File: config.mk
export PLATFORM = sky130hd
export DESIGN_NAME = therm_peak_hold
export DESIGN_NICKNAME = d
export VERILOG_FILES = /design/src/rtl/therm_peak_hold.sv
export SDC_FILE = /design/constraint.sdc
export NUM_CORES = 1
export LEC_CHECK = 0
export CAP_MARGIN = 25
export CORE_MARGIN = 2
export CORE_UTILIZATION = 60
export CTS_BUF_LIST = sky130_fd_sc_hd__clkbuf_2
export DETAILED_ROUTE_END_ITERATION = 10
export GPL_TIMING_DRIVEN = 1
export MAX_ROUTING_LAYER = met4
export PLACE_DENSITY = 0.82
export SKIP_CTS_REPAIR_TIMING = 1
export SLEW_MARGIN = 10
export SYNTH_ARGS = -nofsm -noshare
export SYNTH_HDL_FRONTEND = slang
export SYNTH_SLANG_ARGS = --single-unit
File: constraint.sdc
create_clock -name clk -period 3.9 [get_ports clk]
set_input_delay 0.585 -clock clk [delete_from_list [all_inputs] [get_ports clk]]
set_output_delay 0.585 -clock clk [all_outputs]
set_load 0.03 [all_outputs]
File: src/rtl/therm_peak_hold.sv
// Thermometer-code receiver: decodes the sampled code to a 0..9 level, tracks a
// peak marker with timed hold and stepwise decay, and registers the LED drive.
module therm_peak_hold #(
  parameter int HOLD_CNT  = 12_500_000,
  parameter int DECAY_CNT = 2_500_000,
  parameter int CNT_W     = 24
) (
  input  logic       clk,
  input  logic       rst,
  input  logic [8:0] therm,
  input  logic       smpl,
  output logic [3:0] level,
  output logic [3:0] peak,
  output logic [8:0] led,
  output logic       therm_err
);

  localparam logic [CNT_W-1:0] HOLD_LD  = CNT_W'(HOLD_CNT - 1);
  localparam logic [CNT_W-1:0] DECAY_LD = CNT_W'(DECAY_CNT - 1);

  typedef enum logic [1:0] {IDLE, HOLD, DECAY} state_t;

  state_t           state_q, state_d;
  logic [CNT_W-1:0] hold_q, hold_d;
  logic [CNT_W-1:0] dec_q, dec_d;
  logic [3:0]       peak_q, peak_d;
  logic [3:0]       level_q, level_d;
  logic [8:0]       led_q, led_d;
  logic             err_q, err_d;
  logic [3:0]       lvl;
  logic             malformed;
  logic             capture;

  // Length of the run of ones starting at bit0.
  function automatic logic [3:0] therm_lvl(input logic [8:0] t);
    logic [3:0] l;
    l = 4'd9;
    for (int i = 8; i >= 0; i--) begin
      if (!t[i]) l = 4'(i);
    end
    return l;
  endfunction

  function automatic logic [8:0] led_map(input logic [3:0] lv, input logic [3:0] pk);
    logic [8:0] m;
    for (int i = 0; i < 9; i++) begin
      m[i] = (4'(i) < lv) || ((pk != 4'd0) && (4'(i) == pk - 4'd1));
    end
    return m;
  endfunction

  always_comb begin
    lvl       = therm_lvl(therm);
    malformed = (therm >> lvl) != 9'd0;
    capture   = smpl && (lvl != 4'd0) && (lvl >= peak_q);
  end

  always_comb begin
    state_d = state_q;
    hold_d  = hold_q;
    dec_d   = dec_q;
    peak_d  = peak_q;
    if (capture) begin
      peak_d  = lvl;
      hold_d  = HOLD_LD;
      state_d = HOLD;
    end else begin
      case (state_q)
        HOLD: begin
          if (hold_q == '0) begin
            dec_d   = DECAY_LD;
            state_d = DECAY;
          end else begin
            hold_d = hold_q - CNT_W'(1);
          end
        end
        DECAY: begin
          if (dec_q == '0) begin
            peak_d = peak_q - 4'd1;
            if (peak_q == 4'd1) begin
              dec_d   = '0;
              state_d = IDLE;
            end else begin
              dec_d = DECAY_LD;
            end
          end else begin
            dec_d = dec_q - CNT_W'(1);
          end
        end
        default: begin
          peak_d = 4'd0;
        end
      endcase
    end
    level_d = smpl ? lvl : level_q;
    err_d   = smpl && malformed;
    // LED is built from next-state values so it lands together with level/peak.
    led_d   = led_map(level_d, peak_d);
  end

  always_ff @(posedge clk) begin
    if (rst) begin
      state_q <= IDLE;
      hold_q  <= '0;
      dec_q   <= '0;
      peak_q  <= 4'd0;
      level_q <= 4'd0;
      led_q   <= 9'd0;
      err_q   <= 1'b0;
    end else begin
      state_q <= state_d;
      hold_q  <= hold_d;
      dec_q   <= dec_d;
      peak_q  <= peak_d;
      level_q <= level_d;
      led_q   <= led_d;
      err_q   <= err_d;
    end
  end

  assign level     = level_q;
  assign peak      = peak_q;
  assign led       = led_q;
  assign therm_err = err_q;

endmodule

==> results of run 1 <==
## kinds of logic (layout without fill, tap and decap cells)
| logic type | after synthesis | after routing |
|---|---|---|
| AOI/OAI and AO/OA | 97 | 97 |
| buffers and inverters | 40 | 82 |
| and+or+nand+nor | 192 | 192 |
| muxes | 7 | 7 |
| DFF | 68 | 68 |
| xor gates and xnor gates | 33 | 33 |
| adders and majority gates | 10 | 10 |
## sequential cells by signal (all words and copies together) (netlist names)
name and cells:
peak 4, level 4, dec_q 24, led 9, state_q 2, therm_err 1
hold_q 24
## Yosys cell counts (7+ instances only)
cell	number
sky130_fd_sc_hd__clkbuf_1	13
sky130_fd_sc_hd__or4_1	7
sky130_fd_sc_hd__nor2_1	57
sky130_fd_sc_hd__dfxtp_1	68
sky130_fd_sc_hd__xor2_1	20
sky130_fd_sc_hd__o21ai_0	17
sky130_fd_sc_hd__ha_1	10
sky130_fd_sc_hd__inv_1	20
sky130_fd_sc_hd__nand4_1	7
sky130_fd_sc_hd__nand3_1	13
sky130_fd_sc_hd__a21oi_1	32
sky130_fd_sc_hd__o31ai_1	7
sky130_fd_sc_hd__nand2b_1	8
sky130_fd_sc_hd__nor3_1	15
sky130_fd_sc_hd__nor4_1	11
sky130_fd_sc_hd__or3_1	9
sky130_fd_sc_hd__xnor2_1	13
sky130_fd_sc_hd__nand2_1	41
## worst paths after layout
path	from	to	slack, ns	cells past startpoint
max	therm[8]	dec_q[23]	0.46	14
min	state_q[1]	state_q[1]	0.51	2
max reg2reg	hold_q[7]	dec_q[23]	0.73	7
min reg2reg	state_q[1]	state_q[1]	0.51	2
## critical path: cells and delay by family
kind | cells | cell delay, ns
AO/OA/AOI/OAI | 4 | 0.87
buffers and inverters | 2 | 0.60
adder cells (fa/ha/maj) | 1 | 0.26
AND/OR/NAND/NOR | 7 | 1.58
## layout by cell type (no fill, tap or decap), types with 7 or more instances in the layout
master                            synthesis  layout
sky130_fd_sc_hd__a21oi_1                 32      32
sky130_fd_sc_hd__buf_4                    0      17
sky130_fd_sc_hd__clkbuf_2                 0       9
sky130_fd_sc_hd__clkdlybuf4s50_1          0      29
sky130_fd_sc_hd__dfxtp_1                 68      68
sky130_fd_sc_hd__ha_1                    10      10
sky130_fd_sc_hd__inv_1                   20      20
sky130_fd_sc_hd__nand2_1                 41      41
sky130_fd_sc_hd__nand2b_1                 8       8
sky130_fd_sc_hd__nand3_1                 13      13
sky130_fd_sc_hd__nand4_1                  7       7
sky130_fd_sc_hd__nor2_1                  57      57
sky130_fd_sc_hd__nor3_1                  15      14
sky130_fd_sc_hd__nor4_1                  11      11
sky130_fd_sc_hd__o21ai_0                 17      17
sky130_fd_sc_hd__o31ai_1                  7       7
sky130_fd_sc_hd__or3_1                    9       9
sky130_fd_sc_hd__or4_1                    7       7
sky130_fd_sc_hd__xnor2_1                 13      13
sky130_fd_sc_hd__xor2_1                  20      20
## routing by layer
| metal | up-vias | track usage | wire (um) |
|---|---|---|---|
| met3 | 23 | 0.0560 | 541 |
| met4 | 0 | 0.127 | 180 |
| li1 | 1682 | - | - |
| met5 | - | - | 0 |
| met1 | 1630 | 0.355 | 3940 |
| met2 | 159 | 0.443 | 4040 |
## layout make-up
| class | count | area share |
|---|---|---|
| Tap cell | 75 | 0.0224 |
| Clock buffer | 9 | 0.0108 |
| Timing Repair Buffer | 46 | 0.0999 |
| Multi-Input combinational cell | 339 | 0.502 |
| Clock inverter | 7 | 0.0218 |
| Inverter | 20 | 0.0179 |
| Sequential cell | 68 | 0.325 |
## per-stage QoR
step                 util  power [mW]  instance area [um^2]  instances  setup WS, ns
global route        0.711        2.30                  4190        564         0.288
global placement    0.688        1.66                  4050        548         0.100
CTS                 0.711        2.16                  4190        564         0.561
floorplan               -        1.47                  3630        447         0.588
finish              0.711        2.17                  4190        564         0.459
detailed placement  0.688        1.68                  4050        548        0.0381
## power groups by stage
stage / combinational, mW / sequential [mW] / clock [mW]
CTS: 0.826 / 0.853 / 0.477
global placement: 0.795 / 0.861 / 0
finish: 0.840 / 0.854 / 0.471
detailed placement: 0.817 / 0.866 / 0
global route: 0.931 / 0.866 / 0.506
floorplan: 0.606 / 0.864 / 0
==> impl_metrics.py, run 1 <==
metrics = {
    "outcome": {
        "run_status": "finished, final reports clean",
    },
    "synth": {
        "ys_ff_latch": 68,
        "synth_cell_type_count": 57,
        "synth_top_family_by_area": "simple AND/OR/NAND/NOR gates",
        "synth_top_cell_by_area": "sky130_fd_sc_hd__dfxtp_1",
        "mappedNetlistArea_um2": 3630,
        "syn_avg_cell_area_um2": 8.12,
        "synth.net_count": 469,
        "synth_xor_xnor_area_share": 0.0797,
        "synth_compound_gate_area_share": 0.173,
        "post_synth_edffs": 0,
        "adder_cell_share_of_the_synthesized_area": 0.0345,
        "post_synth_and_or_nand_nor_area_fraction": 0.269,
        "dominantRegCellSynth": "sky130_fd_sc_hd__dfxtp_1",
        "synth_top_cell_area_share": 0.375,
        "yosys-mux-area-fraction": 0.0207,
        "synthCells": 447,
        "synth.yosys.seq_area_share": 0.375,
        "netlist_top_cells_area": "sky130_fd_sc_hd__dfxtp_1 (38%), sky130_fd_sc_hd__nor2_1 (5.9%), sky130_fd_sc_hd__xor2_1 (4.8%), sky130_fd_sc_hd__a21oi_1 (4.4%), sky130_fd_sc_hd__nand2_1 (4.2%)",
        "yosys_warnings": 0,
        "synth_async_sr_flop_share": 0,
    },
    "power_and_ir_drop": {
        "power_leakage_nw": 1.57,
        "part_of_the_total_power_dissipated_in_the_clock_network": 0.218,
        "share_comb_of_total_power": 0.388,
        "cell_internal_pwr_mw": 1.30,
        "irDropWorstVdd_mv": 0.331,
        "p_seq_frac": 0.395,
        "switching_share": 0.399,
        "power.switching_uw": 864,
        "p_per_area_nw_per_um2": 517,
    },
    "sta": {
        "worst_slew_margin_rel": 0.319,
        "max_slew.worst_pin.slew_ns": 1.01,
        "hold_viol_final": 0,
        "achievable-frequency_mhz": 291,
        "fin_worst_skew_ns": 0.0265,
        "final-setup-viol-count": 0,
        "grt_setup_unrepaired": "no",
        "fin_worst_hold_slack_ns": 0.507,
        "fin_crit_sh": 0.882,
        "report.final.slew_viol_count": 0,
        "final.setup.tns_ns": 0,
        "period_needed_ns": 3.44,
    },
    "setup_path": {
        "cp.arrival_ns": 3.91,
        "critical_path_peak_fanout": 9,
        "worstSetupEndpointType": "flop",
        "criticalPathCategory": "input port to flop",
        "timing.critical_path.required_ns": 4.37,
        "crit_path_cell_trace": "clkdlybuf4s50_1, nor2b_1, o21ai_0, nand2_1, a31oi_1, inv_1, ha_1, nand2b_1, a2111o_1, and3_1, or3_1, nor4_1, a21oi_1, nor2_1",
        "timing.critical_path.slowest_cell_delay_ns": 0.56,
        "timing.critical_path.from_type": "input port",
        "library_cell_contributing_the_largest_single_delay_on_the_critical_path": "sky130_fd_sc_hd__or3_1",
    },
    "clock_tree": {
        "cts_made_buffers": 9,
        "tritoncts": "built",
        "clkSinkCount": 68,
        "cts.reportedPaths.clkPinSlew_ns": 0.20,
        "cts_htree_levels": 3,
        "clock_tree.buffer_depth": 2,
        "clk-insertion-delay-late_ns": 0.52,
        "ctsRootBufferMaster": "sky130_fd_sc_hd__clkbuf_2",
    },
    "hold_path": {
        "hold_path_class": "flop to flop",
    },
    "routing": {
        "drt-vias-per-instance": 6.20,
        "drt_pre_antenna_iters": 5,
        "initialDrtViolationCount": 338,
        "post_detailed_route_count_of_antenna_violating_nets": 0,
        "vias": 3494,
        "wl_mm": 8.70,
        "remaining_drc_errors": 0,
        "wl_per_cell_um": 15.4,
    },
    "global_route": {
        "global_route_wire_length_before_repair_mm": 14.4,
        "pin_count_of_the_biggest_net_entering_global_routing": 19,
        "globalRouteTotalUtil": 0.283,
        "grt_pass1_vias": 3199,
        "grt_antenna_before_repair": 0,
        "overflow": 0,
    },
    "cells_and_area": {
        "antenna-diode-count": 0,
        "multi_input_comb_area_um2": 2100,
        "register_area_um2": 1360,
        "synthToLayoutAreaGrowth_pct": 15.3,
        "finish.net_count": 506,
        "final_layout_size_suffix_gt1_frac": 0.0900,
        "fill_cells": 450,
    },
    "run": {
        "max-cap-violations": 0,
    },
    "floorplanning": {
        "core.rowCount": 28,
        "num_io_pins": 30,
        "core_area_um2": 5890,
        "die_w_um": 81.8,
        "die_h_um": 81.8,
        "initial_core_util": 0.616,
        "die-area_um2": 6690,
    },
    "placement": {
        "dpl.hpwl_mm": 6.08,
        "io_buffers": 29,
        "gp_congestion": 0.867,
    },
}
Power figures use the tool's default switching activity.
==> run 2, diff against run 1 <==
--- a/config.mk
+++ b/config.mk
@@ -6,13 +6,13 @@
 export NUM_CORES = 1
 export LEC_CHECK = 0
 export CAP_MARGIN = 25
-export CORE_MARGIN = 2
 export CORE_UTILIZATION = 60
 export CTS_BUF_LIST = sky130_fd_sc_hd__clkbuf_2
 export DETAILED_ROUTE_END_ITERATION = 10
+export DONT_BUFFER_PORTS = 1
 export GPL_TIMING_DRIVEN = 1
 export MAX_ROUTING_LAYER = met4
-export PLACE_DENSITY = 0.82
+export PLACE_DENSITY = 0.76
 export SKIP_CTS_REPAIR_TIMING = 1
 export SLEW_MARGIN = 10
 export SYNTH_ARGS = -nofsm -noshare
==> impl_metrics.py, run 2 (synthesized netlist as in run 1, its figures left out) <==
metrics = {
    "outcome": {
        "run_status": "finished, final reports clean",
    },
    "hold_path": {
        "hold_path_class": "input port to flop",
        "hold_path_startpoint": "rst",
    },
    "setup_path": {
        "cp.buffers_inverters": 0,
        "cp.arrival_ns": 3.69,
        "r2r-start": "hold_q[7]",
        "worstSetupEndpointType": "flop",
        "timing.critical_path.required_ns": 4.30,
        "timing.critical_path.from_type": "flop",
        "timing.critical_path.max_delay_family": "simple AND/OR/NAND/NOR gates",
        "library_cell_contributing_the_largest_single_delay_on_the_critical_path": "sky130_fd_sc_hd__or4b_1",
        "criticalPathCategory": "flop to flop",
        "startpoint": "hold_q[7]",
        "critical_path_peak_fanout": 15,
        "timing.critical_path.slowest_cell_delay_ns": 0.65,
        "crit_path_cell_trace": "or4_1, or4b_1, o31a_1, or3_1, nor4_4, xnor2_1, nor2_1",
    },
    "routing": {
        "drt-vias-per-instance": 6.30,
        "wl_mm": 8.26,
        "vias": 3294,
        "drt_pre_antenna_iters": 5,
        "remaining_drc_errors": 0,
        "post_detailed_route_count_of_antenna_violating_nets": 0,
        "initialDrtViolationCount": 241,
        "wl_per_cell_um": 15.8,
    },
    "sta": {
        "period_needed_ns": 3.29,
        "final.setup.tns_ns": 0,
        "max_slew.worst_pin.slew_ns": 1.00,
        "fin_crit_sh": 0.843,
        "grt_setup_unrepaired": "no",
        "achievable-frequency_mhz": 304,
        "final-setup-viol-count": 0,
        "report.final.slew_viol_count": 0,
        "fin_worst_skew_ns": 0.0443,
        "worst_slew_margin_rel": 0.324,
        "hold_viol_final": 0,
    },
    "placement": {
        "io_buffers": 0,
        "gp_congestion": 0.853,
        "dpl.hpwl_mm": 5.57,
        "placed_cell_area_um2": 3690,
    },
    "global_route": {
        "globalRouteTotalUtil": 0.287,
        "grt_antenna_before_repair": 0,
        "grt_pass1_vias": 3041,
        "overflow": 0,
        "pin_count_of_the_biggest_net_entering_global_routing": 48,
        "global_route_wire_length_before_repair_mm": 13.8,
    },
    "floorplanning": {
        "initial_core_util": 0.639,
        "core_area_um2": 5680,
        "core.rowCount": 27,
        "die_h_um": 79.8,
        "die_w_um": 79.8,
        "die-area_um2": 6360,
        "num_io_pins": 30,
    },
    "power_and_ir_drop": {
        "irDropWorstVdd_mv": 0.305,
        "power_leakage_nw": 1.42,
        "totalPowerFinal_mw": 2.11,
        "p_per_area_nw_per_um2": 552,
    },
    "clock_tree": {
        "cts.reportedPaths.clkPinSlew_ns": 0.22,
        "ctsRootBufferMaster": "sky130_fd_sc_hd__clkbuf_2",
        "cts_made_buffers": 9,
        "tritoncts": "built",
        "clk-insertion-delay-late_ns": 0.52,
        "clock_tree.buffer_depth": 2,
        "clkSinkCount": 68,
        "cts_htree_levels": 3,
    },
    "cells_and_area": {
        "finish.net_count": 468,
        "final_layout_size_suffix_gt1_frac": 0.0754,
        "finish.instance_area_um2": 3820,
        "layout_common_cells": "sky130_fd_sc_hd__dfxtp_1 (68), sky130_fd_sc_hd__nor2_1 (57), sky130_fd_sc_hd__nand2_1 (41), sky130_fd_sc_hd__a21oi_1 (32)",
        "antenna-diode-count": 0,
        "synthToLayoutAreaGrowth_pct": 5.38,
        "most_common_library_cell_in_the_layout_ignoring_fill_and_taps": "sky130_fd_sc_hd__dfxtp_1",
    },
    "run": {
        "max-cap-violations": 0,
    },
}
==> run 2: layout make-up <==
cell class / count / area, um^2
Sequential cell: 68 / 1360
Fill cell: 478 / 1850
Clock buffer: 9 / 45.0
Clock inverter: 7 / 91.3
Tap cell: 72 / 90.1
Inverter: 20 / 75.1
Multi-Input combinational cell: 339 / 2100
Timing Repair Buffer: 8 / 60.1
==> run 2: metrics by stage <==
stage	util	hold slack, ns	instances	setup slack (ns)
after global routing	0.674	0.0654	523	0.425
after CTS	0.674	0.0683	523	0.608
final	0.674	0.0980	523	0.611
after detailed placement	0.650	0.476	507	0.336
after global placement	0.650	0.470	507	0.456
after floorplan	-	0.455	447	0.588
==> run 2: metal layers <==
| metal | vias up | track usage | wire [um] |
|---|---|---|---|
| met5 | - | - | 0 |
| met3 | 15 | 0.0503 | 505 |
| met1 | 1535 | 0.357 | 3750 |
| li1 | 1612 | - | - |
| met2 | 132 | 0.463 | 3880 |
| met4 | 0 | 0.114 | 126 |
==> run 2: path summary, 6_finish.rpt <==
path / depth (start not counted) / slack [ns] / endpoint
hold reg to reg: 2 / 0.50 / dec_q[18]
setup / recovery: 7 / 0.61 / dec_q[5]
setup reg to reg: 7 / 0.61 / dec_q[5]
hold / removal: 1 / 0.1 / hold_q[21]
==> run 2: report_power, final <==
part	switching (mW)	total, mW	internal (mW)	leakage (nW)
registers	0.0920	0.868	0.776	0.556
clock network	0.264	0.474	0.210	0.0833
logic	0.485	0.771	0.285	0.781
